### config.mk
export PLATFORM = sky130hd
export DESIGN_NAME = uart_regif
export DESIGN_NICKNAME = d
export VERILOG_FILES = /design/src/rtl/uart_regif.sv
export SDC_FILE = /design/constraint.sdc
export NUM_CORES = 1
export LEC_CHECK = 0
export CAP_MARGIN = 20
export CORE_UTILIZATION = 40
export CTS_CLUSTER_SIZE = 12
export DETAILED_ROUTE_END_ITERATION = 10
export GPL_TIMING_DRIVEN = 1
export PLACE_DENSITY = 0.56
export SETUP_SLACK_MARGIN = 0.2
export SLEW_MARGIN = 25
export SYNTH_ARGS = -nofsm -noshare
export SYNTH_HDL_FRONTEND = slang
export SYNTH_SLANG_ARGS = --single-unit
### constraint.sdc
create_clock -name clk_i -period 3.65 [get_ports clk_i]
set_input_delay 0.5475 -clock clk_i [delete_from_list [all_inputs] [get_ports clk_i]]
set_output_delay 0.5475 -clock clk_i [all_outputs]
set_load 0.02 [all_outputs]
### src/rtl/uart_regif.sv
// UART register file with TX/RX byte FIFOs and interrupts.
// Single-pulse request bus in, one-cycle registered ack out.
module uart_regif #(
  parameter int          ADDR_WIDTH  = 32,
  parameter int          DATA_WIDTH  = 32,
  parameter int          FIFO_DEPTH  = 16,
  parameter logic [31:0] DEFAULT_DIV = 32'd868
) (
  input  logic                  clk_i,
  input  logic                  rst_i,
  input  logic                  mreq_i,
  input  logic [ADDR_WIDTH-1:0] maddr_i,
  input  logic                  mwe_i,
  input  logic [DATA_WIDTH-1:0] mwdata_i,
  input  logic [3:0]            mstrb_i,
  output logic                  mack_o,
  output logic [DATA_WIDTH-1:0] mrdata_o,
  output logic                  mresp_o,
  output logic [7:0]            tx_data_o,
  output logic                  tx_valid_o,
  input  logic                  tx_ready_i,
  input  logic [7:0]            rx_data_i,
  input  logic                  rx_valid_i,
  output logic                  tx_en_o,
  output logic                  rx_en_o,
  output logic                  parity_en_o,
  output logic                  parity_odd_o,
  output logic                  stop2_o,
  output logic [31:0]           clk_div_o,
  output logic                  irq_o
);
  localparam int AW = $clog2(FIFO_DEPTH);
  localparam int CW = AW + 1;
  localparam logic [CW-1:0] FULL = CW'(FIFO_DEPTH);

  logic [4:0]  ctrl;
  logic [31:0] clk_div;
  logic [4:0]  int_en;
  logic [2:0]  sticky;

  logic [7:0]    tx_mem [FIFO_DEPTH];
  logic [AW-1:0] tx_wptr, tx_rptr;
  logic [CW-1:0] tx_cnt;
  logic [7:0]    rx_mem [FIFO_DEPTH];
  logic [AW-1:0] rx_wptr, rx_rptr;
  logic [CW-1:0] rx_cnt;

  logic unused_addr;
  assign unused_addr = ^maddr_i;

  logic [4:0] off;
  logic [2:0] idx;
  logic       acc, wr, rd;
  assign off = maddr_i[4:0];
  assign idx = off[4:2];
  assign acc = mreq_i & (off[1:0] == 2'b00);
  assign wr  = mwe_i;
  assign rd  = ~mwe_i;

  logic sel_ctrl, sel_div, sel_stat, sel_txd;
  logic sel_rxd, sel_ien, sel_ist, sel_bad;
  assign sel_ctrl = acc & (idx == 3'd0);
  assign sel_div  = acc & (idx == 3'd1);
  assign sel_stat = acc & (idx == 3'd2);
  assign sel_txd  = acc & (idx == 3'd3);
  assign sel_rxd  = acc & (idx == 3'd4);
  assign sel_ien  = acc & (idx == 3'd5);
  assign sel_ist  = acc & (idx == 3'd6);
  assign sel_bad  = mreq_i & ~(acc & (idx != 3'd7));

  logic tx_full, tx_empty, rx_full, rx_empty;
  assign tx_full  = (tx_cnt == FULL);
  assign tx_empty = (tx_cnt == '0);
  assign rx_full  = (rx_cnt == FULL);
  assign rx_empty = (rx_cnt == '0);

  logic tx_flush, tx_pop, tx_push_req, tx_push, tx_ovf;
  assign tx_flush    = sel_ctrl & wr & mstrb_i[1] & mwdata_i[8];
  assign tx_pop      = tx_valid_o & tx_ready_i;
  assign tx_push_req = sel_txd & wr & mstrb_i[0];
  assign tx_push     = tx_push_req & (~tx_full | tx_pop);
  assign tx_ovf      = tx_push_req & ~tx_push;

  logic rx_flush, rx_rd, rx_pop, rx_unf, rx_push, rx_ovr;
  assign rx_flush = sel_ctrl & wr & mstrb_i[1] & mwdata_i[9];
  assign rx_rd    = sel_rxd & rd;
  assign rx_pop   = rx_rd & ~rx_empty;
  assign rx_unf   = rx_rd & rx_empty;
  assign rx_push  = rx_valid_i & (~rx_full | rx_pop);
  assign rx_ovr   = rx_valid_i & ~rx_push;

  logic [4:0]  int_stat;
  logic [31:0] status;
  logic [2:0]  w1c;
  assign int_stat = {~rx_empty, tx_empty, sticky};
  assign status   = {12'd0, rx_empty, rx_full, tx_empty, tx_full,
                     8'(rx_cnt), 8'(tx_cnt)};
  assign w1c = (sel_ist & wr & mstrb_i[0]) ? mwdata_i[2:0] : 3'b000;

  logic [31:0] rdata_d;
  logic        resp_d;

  always_comb begin
    rdata_d = '0;
    resp_d  = 1'b0;
    unique case (1'b1)
      sel_ctrl: if (rd) rdata_d = {27'd0, ctrl};
      sel_div:  if (rd) rdata_d = clk_div;
      sel_stat: if (rd) rdata_d = status;
                else    resp_d  = 1'b1;
      sel_txd:  resp_d = tx_ovf;
      sel_rxd: begin
        if (rd) begin
          resp_d = rx_unf;
          if (!rx_unf) rdata_d = {24'd0, rx_mem[rx_rptr]};
        end else begin
          resp_d = 1'b1;
        end
      end
      sel_ien:  if (rd) rdata_d = {27'd0, int_en};
      sel_ist:  if (rd) rdata_d = {27'd0, int_stat};
      sel_bad:  resp_d = 1'b1;
      default:  ;
    endcase
  end

  always_ff @(posedge clk_i) begin
    if (tx_push) tx_mem[tx_wptr] <= mwdata_i[7:0];
    if (rx_push) rx_mem[rx_wptr] <= rx_data_i;
  end

  always_ff @(posedge clk_i) begin
    if (rst_i) begin
      mack_o   <= 1'b0;
      mrdata_o <= '0;
      mresp_o  <= 1'b0;
      irq_o    <= 1'b0;
      ctrl     <= '0;
      clk_div  <= DEFAULT_DIV;
      int_en   <= '0;
      sticky   <= '0;
      tx_wptr  <= '0;
      tx_rptr  <= '0;
      tx_cnt   <= '0;
      rx_wptr  <= '0;
      rx_rptr  <= '0;
      rx_cnt   <= '0;
    end else begin
      mack_o   <= mreq_i;
      mrdata_o <= rdata_d;
      mresp_o  <= resp_d;
      irq_o    <= |(int_stat & int_en);
      if (sel_ctrl & wr & mstrb_i[0]) ctrl <= mwdata_i[4:0];
      for (int b = 0; b < 4; b++) begin
        if (sel_div & wr & mstrb_i[b])
          clk_div[b*8 +: 8] <= mwdata_i[b*8 +: 8];
      end
      if (sel_ien & wr & mstrb_i[0]) int_en <= mwdata_i[4:0];
      // a same-cycle set beats the clear
      sticky <= (sticky & ~w1c) | {rx_unf, tx_ovf, rx_ovr};
      if (tx_flush) begin
        tx_wptr <= '0;
        tx_rptr <= '0;
        tx_cnt  <= '0;
      end else begin
        if (tx_push) tx_wptr <= tx_wptr + AW'(1);
        if (tx_pop)  tx_rptr <= tx_rptr + AW'(1);
        tx_cnt <= tx_cnt + CW'(tx_push) - CW'(tx_pop);
      end
      if (rx_flush) begin
        rx_wptr <= '0;
        rx_rptr <= '0;
        rx_cnt  <= '0;
      end else begin
        if (rx_push) rx_wptr <= rx_wptr + AW'(1);
        if (rx_pop)  rx_rptr <= rx_rptr + AW'(1);
        rx_cnt <= rx_cnt + CW'(rx_push) - CW'(rx_pop);
      end
    end
  end

  assign tx_data_o    = tx_mem[tx_rptr];
  assign tx_valid_o   = ~tx_empty;
  assign tx_en_o      = ctrl[0];
  assign rx_en_o      = ctrl[1];
  assign parity_en_o  = ctrl[2];
  assign parity_odd_o = ctrl[3];
  assign stop2_o      = ctrl[4];
  assign clk_div_o    = clk_div;
endmodule

Word level (Yosys, flattened, before mapping)
Memories as Yosys holds them, arrays and structs flattened. A register that Yosys moved wholly into a read port is not among the register bits.
Index checks and enable logic that the tools add are counted.
{"block": "totals", "input_bits": 82, "ramBits": 256, "regBits": 106, "out_inout_bits": 81, "mem_count": 2, "elab_cells": 111}
{"block": "op_classes", "reduce_logical": 7, "n_bitwise": 48, "n_addsub": 8, "muxes": 20, "n_eq_ne": 9}
{"memory": "rx_mem", "words": 16, "width": 8, "read_ports": 1, "rd_clocked_by_memory_dff": 1, "wr": 1, "line_no": "44", "rtl": "logic [7:0] rx_mem [FIFO_DEPTH];"}
{"memory": "tx_mem", "words": 16, "width": 8, "read_ports": 1, "rd_clocked_by_memory_dff": 1, "wr": 1, "line_no": "41", "rtl": "logic [7:0] tx_mem [FIFO_DEPTH];"}
{"cell": "32-bit case mux with 6 select lines", "count": 1}
{"cell": "1-bit AND", "count": 34}
{"cell": "32-bit two-way mux", "count": 1}
{"cell": "20-bit two-way mux", "count": 1}
{"cell": "4-bit by 1-bit adder with 4-bit output (second input constant)", "count": 4}
{"cell": "4-bit two-way mux", "count": 4}
{"cell": "8-bit two-way mux", "count": 2}
{"cell": "5-bit two-way mux", "count": 3}
{"cell": "5-bit by 1-bit adder with 5-bit output", "count": 2}
{"cell": "5-bit == test (second input constant)", "count": 2}
{"cell": "5-bit zero test", "count": 2}
{"cell": "5-bit by 1-bit subtractor with 5-bit output", "count": 2}
{"cell": "3-bit == test (second input constant)", "count": 3}
{"cell": "1-bit NOT", "count": 8}
{"cell": "3-bit by 2-bit == test with 1-bit output (second input constant)", "count": 2}
{"cell": "1-bit two-way mux", "count": 6}
{"cell": "5-bit AND", "count": 1}
{"cell": "5-bit OR reduction", "count": 1}
{"cell": "1-bit case mux with 4 select lines", "count": 1}
{"cell": "2-bit OR reduction", "count": 2}
{"cell": "3-bit AND", "count": 1}
{"cell": "3-bit by 1-bit == test with 1-bit output (second input constant)", "count": 1}
{"cell": "3-bit zero test", "count": 1}
{"cell": "3-bit two-way mux", "count": 1}
{"cell": "other kinds (5)", "count": 6}

Longest topological paths before layout
{"block": "logic_depth", "depth_word": 10, "depth_mapped": 17, "ltp_nobuf": 16}

Worst setup path after synthesis
OpenSTA, ideal clock, no wires.
{"block": "synth_path", "path_type": "input port to flip-flop", "from": "input port maddr_i[4]", "to": "register rx_cnt[4]", "cell_stages": 16, "t_required_ns": 3.580, "setup_time_ns": 0.070, "n_path_buf": 2, "path_slack_ns": 0.265, "arrival_ns": 3.315, "path_cell_list": "clkbuf_1 -> or3b_2 -> o21ai_1 -> and2_1 -> buf_2 -> inv_1 -> ha_1 -> inv_1 -> ha_1 -> inv_1 -> fa_1 -> inv_1 -> a21oi_1 -> nor2_1 -> or3_1 -> a21oi_1"}
{"block": "synth_via", "elab_chain_cells": 8, "elab_cells_between_ends": 14, "classes_between": "2 x add/sub; 1 x eq/ne; 9 x bitwise; 2 x reduce/logical"}
{"item": "from (decl)", "line_no": "12", "rtl": "input logic [ADDR_WIDTH-1:0] maddr_i,"}
{"item": "3-bit == test", "line_no": "66", "rtl": "assign sel_rxd = acc & (idx == 3'd4);"}
{"item": "1-bit AND", "line_no": "66"}
{"item": "1-bit AND", "line_no": "86", "rtl": "assign rx_rd = sel_rxd & rd;"}
{"item": "1-bit AND", "line_no": "87", "rtl": "assign rx_pop = rx_rd & ~rx_empty;"}
{"item": "1-bit OR", "line_no": "89", "rtl": "assign rx_push = rx_valid_i & (~rx_full | rx_pop);"}
{"item": "1-bit AND", "line_no": "89"}
{"item": "5-bit by 1-bit adder with 5-bit output", "line_no": "177", "rtl": "rx_cnt <= rx_cnt + CW'(rx_push) - CW'(rx_pop);"}
{"item": "5-bit by 1-bit subtractor with 5-bit output", "line_no": "177"}
{"item": "to (signal assigned)", "line_no": "177"}
{"item": "to (decl)", "line_no": "46", "rtl": "logic [CW-1:0] rx_cnt;"}
Several ways; a longest one is shown, not always the timed one.
A chain may end at the register's enable or synchronous reset.

==> impl_results.md <==
- First-pass GRT wire length: 49200 um
- Setup ws final: 296 ps
- CP peak stage delay: 580 ps
- Mean Syn Cell Area: 15.7 um^2
- Synth cell types: 55
- Largest family of logic cells by synthesized area: multiplexers
- Post-Place Cells: 1529
- Total track usage: 17.7%
- Tightest Hold Check Type: primary input to register
- Commonest non-fill, non-tap cell in the layout: edfxtp_1
- GRT met2 Usage: 28.8%
- Violated checks: design-rule violations
- Max Freq: 0.298 GHz
- Worst setup SP type: register
- Top cell by count, worst path: mux4_2
- Net Sw Power: 0.00241 W
- Slowest cell on the critical path: mux4_2
- Slew HR: 42.3%
- #FFs+latches synth: 370
- Largest net degree at the start of global routing: 51
- PwrDens: 553 nW/um^2
- CTS max path bufs: 3
- Die width: 193 um
- Post-route cell area: 17900 um^2
- Clk slew on worst S/H paths: 60 ps
- Commonest cells after routing, fill and taps aside: edfxtp_1, clkdlybuf4s50_1, dfxtp_1
- DR vias/cell: 5.06
- Initial DRC Count: 473
- Dpl cell area: 16700 um^2
- Layout cells sized above 1: 16.8%
- Clock Power Share: 38.5%
- Met3 Use GR: 2.88%
- Remaining antenna violation count: 0
- Post-CTS Setup Bufs: 0
- DP Worst Slack: -26.0 ps
- Vias in the first global route: 8221
- Wire per inst: 20.1 um
- Number of cells upsized or downsized after cts: 0
- # IOs: 163
- Grt ovf: 0
- Worst vdd ir: 0.384 mV
- Post-DP HPWL: 22100 um
- Antenna Cells: 0
- Final WL: 32300 um
- PortBufs: 135
- Slew Limit Fails: 0
- Status: complete, but fails checks
- CTS tree: built
- Unrepaired setup endpoints after global routing: false
- Syn nets: 1038
- Least-Margin Pin Slew: 857 ps
- Hold path startpoint: rst_i
- Comb power frac: 14.2%
- Crit-path max FO: 32
- DRT Pass-1 Iters: 7
- Compound-Gate Fraction of Synth Area: 3.75%
- Final hold violation count: 0
- DRC: 12
- Clock period minus worst slack: 3350 ps
- WHS: 252 ps
- Synthesized instance count: 932
- Sequential fraction of the synthesis area: 68.3%
- Hold depth: 2
- Clock H-tree levels: 2
- Synthesized-area fraction occupied by and/or/nand/nor cells: 8.82%
- Mux cell area share after synthesis: 13.8%
- Worst-Skew Late Latency: 530 ps
- Starting Density: 40.8%
- Nets@finish: 1217
- Leakage: 5.94 nW
- Internal Pwr Total: 0.00748 W
- Switching Fraction: 24.3%
- Critical Path RT: 3100 ps
- Max-cap violations: 0
- Synth-to-Final Area Change: 22.7%
- XOR/XNOR Fraction of Synth Area: 1.08%
- Post-synth EDFFs: 256
- Hold buffer count at CTS: 0
- Initial antenna violation count: 0
- Setup violators final: 0
- DIE HEIGHT: 193 um
- Final GP Congestion: 0.798
- Met1 Use GR: 24.5%
- Fin crit share: 91.9%
- Core box area: 35700 um^2
- Worst-case reg-to-reg path depth: 17
- GR peak layer: met2
- Worst r2r src: rx_cnt[2]
- Vias: 8123
- Post-synthesis cell area: 14600 um^2
- Die Area: 37200 um^2
- CTS Buf Count: 41
- CTS root buffer: clkbuf_16
- Clk sink count: 370
- Crit Path Category: register to primary output
- Worst EP arrival: 2810 ps
- CP Capture Type: primary output
- Final Skew: 14.1 ps
- CP Cell Sequence: buf_12 -> mux4_2 -> mux4_2 -> clkdlybuf4s50_1
- Final std cells w/o fill: 1604
- # rows: 69
- Synth Flop Type: edfxtp_1
- Synth async-reset ratio: 0%
- YS warnings: 0
- Synth Area in Adders: 2.16%
- Seq pwr share: 47.3%
metal layers:
layer | share of wire (%) | vias up
met3 | 3.8 | 42
met4 | 2.0 | 0
met1 | 46 | 4051
met2 | 49 | 145
li1 | - | 3885
met5 | 0 | -
cells by family after synthesis:
kind of cell,after synthesis
DFF,370
AOI/OAI and AO/OA,84
buffers and inverters,69
and+or+nand+nor,252
muxes,115
xor gates and xnor gates,18
adders and majority gates,24
synthesized netlist by cell type, drive strengths merged (2+ instances only):
| cell | count | area share [%] |
|---|---|---|
| nand4bb | 2 | 0.15 |
| and3 | 6 | 0.26 |
| mux2 | 9 | 0.69 |
| a22oi | 17 | 0.87 |
| nor3 | 11 | 0.64 |
| a21o | 4 | 0.21 |
| a32oi | 2 | 0.12 |
| nor4b | 4 | 0.33 |
| nand3b | 4 | 0.21 |
| xor2 | 12 | 0.72 |
| dfxtp | 114 | 16 |
| nand3 | 12 | 0.45 |
| nand4 | 3 | 0.13 |
| xnor2 | 6 | 0.36 |
| nor2b | 8 | 0.34 |
| o22ai | 3 | 0.13 |
| or3 | 3 | 0.13 |
| mux2i | 38 | 2.6 |
| and2 | 34 | 1.5 |
| o211ai | 4 | 0.21 |
| a31oi | 4 | 0.17 |
| nand2b | 6 | 0.26 |
| inv | 25 | 0.64 |
| o21ai | 6 | 0.21 |
| a211o | 3 | 0.18 |
| ha | 22 | 1.9 |
| buf | 23 | 0.87 |
| nand2 | 70 | 1.9 |
| nor2 | 80 | 2.1 |
| nor3b | 2 | 0.10 |
| a221o | 3 | 0.21 |
| clkbuf | 21 | 0.54 |
| a21boi | 2 | 0.10 |
| fa | 2 | 0.27 |
| a21oi | 32 | 1.1 |
| nor4bb | 2 | 0.14 |
| mux4 | 68 | 10 |
| edfxtp | 256 | 53 |
| o31ai | 2 | 0.10 |
worst paths after layout:
check / to / slack (ps)
setup / recovery: tx_data_o[0] / 300
hold / removal: mack_o / 250
setup reg to reg: rx_cnt[4] / 710
hold reg to reg: clk_div_o[28] / 470
power by group through the flow:
stage | Clock [W] | Combinational [W] | Sequential (W)
after floorplan | 0 | 0.000935 | 0.00474
after global placement | 0 | 0.00141 | 0.00477
after detailed placement | 0 | 0.00142 | 0.00477
after CTS | 0.00391 | 0.00143 | 0.00468
after global routing | 0.00406 | 0.00154 | 0.00469
final | 0.00381 | 0.00140 | 0.00468
worst max-delay path, delay by kind of cell (launching register included):
| kind | cells | cell delay [ps] |
|---|---|---|
| multiplexers | 2 | 1090 |
| buffers and inverters | 2 | 810 |
| flip-flops | 1 | 340 |
through the flow:
step | total power (W) | setup TNS, ps | util [%]
2_1_floorplan | 0.00568 | 0 | -
3_3_place_gp | 0.00617 | 0 | 46.6
3_5_place_dp | 0.00619 | -26.0 | 46.6
4_1_cts | 0.0100 | 0 | 50.1
5_1_grt | 0.0103 | 0 | 50.1
6_report | 0.00989 | 0 | 50.1
sequential cells by signal (all words and copies together) (netlist names), 3 cells and up, named ones only:
signal / count
tx_mem: 128
rx_cnt: 5
tx_rptr: 4
clk_div_o: 32
rx_rptr: 4
sticky: 3
ctrl: 5
mrdata_o: 32
tx_wptr: 4
tx_cnt: 5
rx_mem: 128
rx_wptr: 4
int_en: 5
layout make-up:
type | count | area [um^2]
well taps | 461 | 577
inverters | 25 | 93.8
clock inverters | 18 | 141
repair buffers | 180 | 1700
clock buffers | 57 | 1100
fillers | 3061 | 17800
flip-flops and latches | 370 | 9970
multi-input cells | 493 | 4320
(Power assumes the default switching activity.)
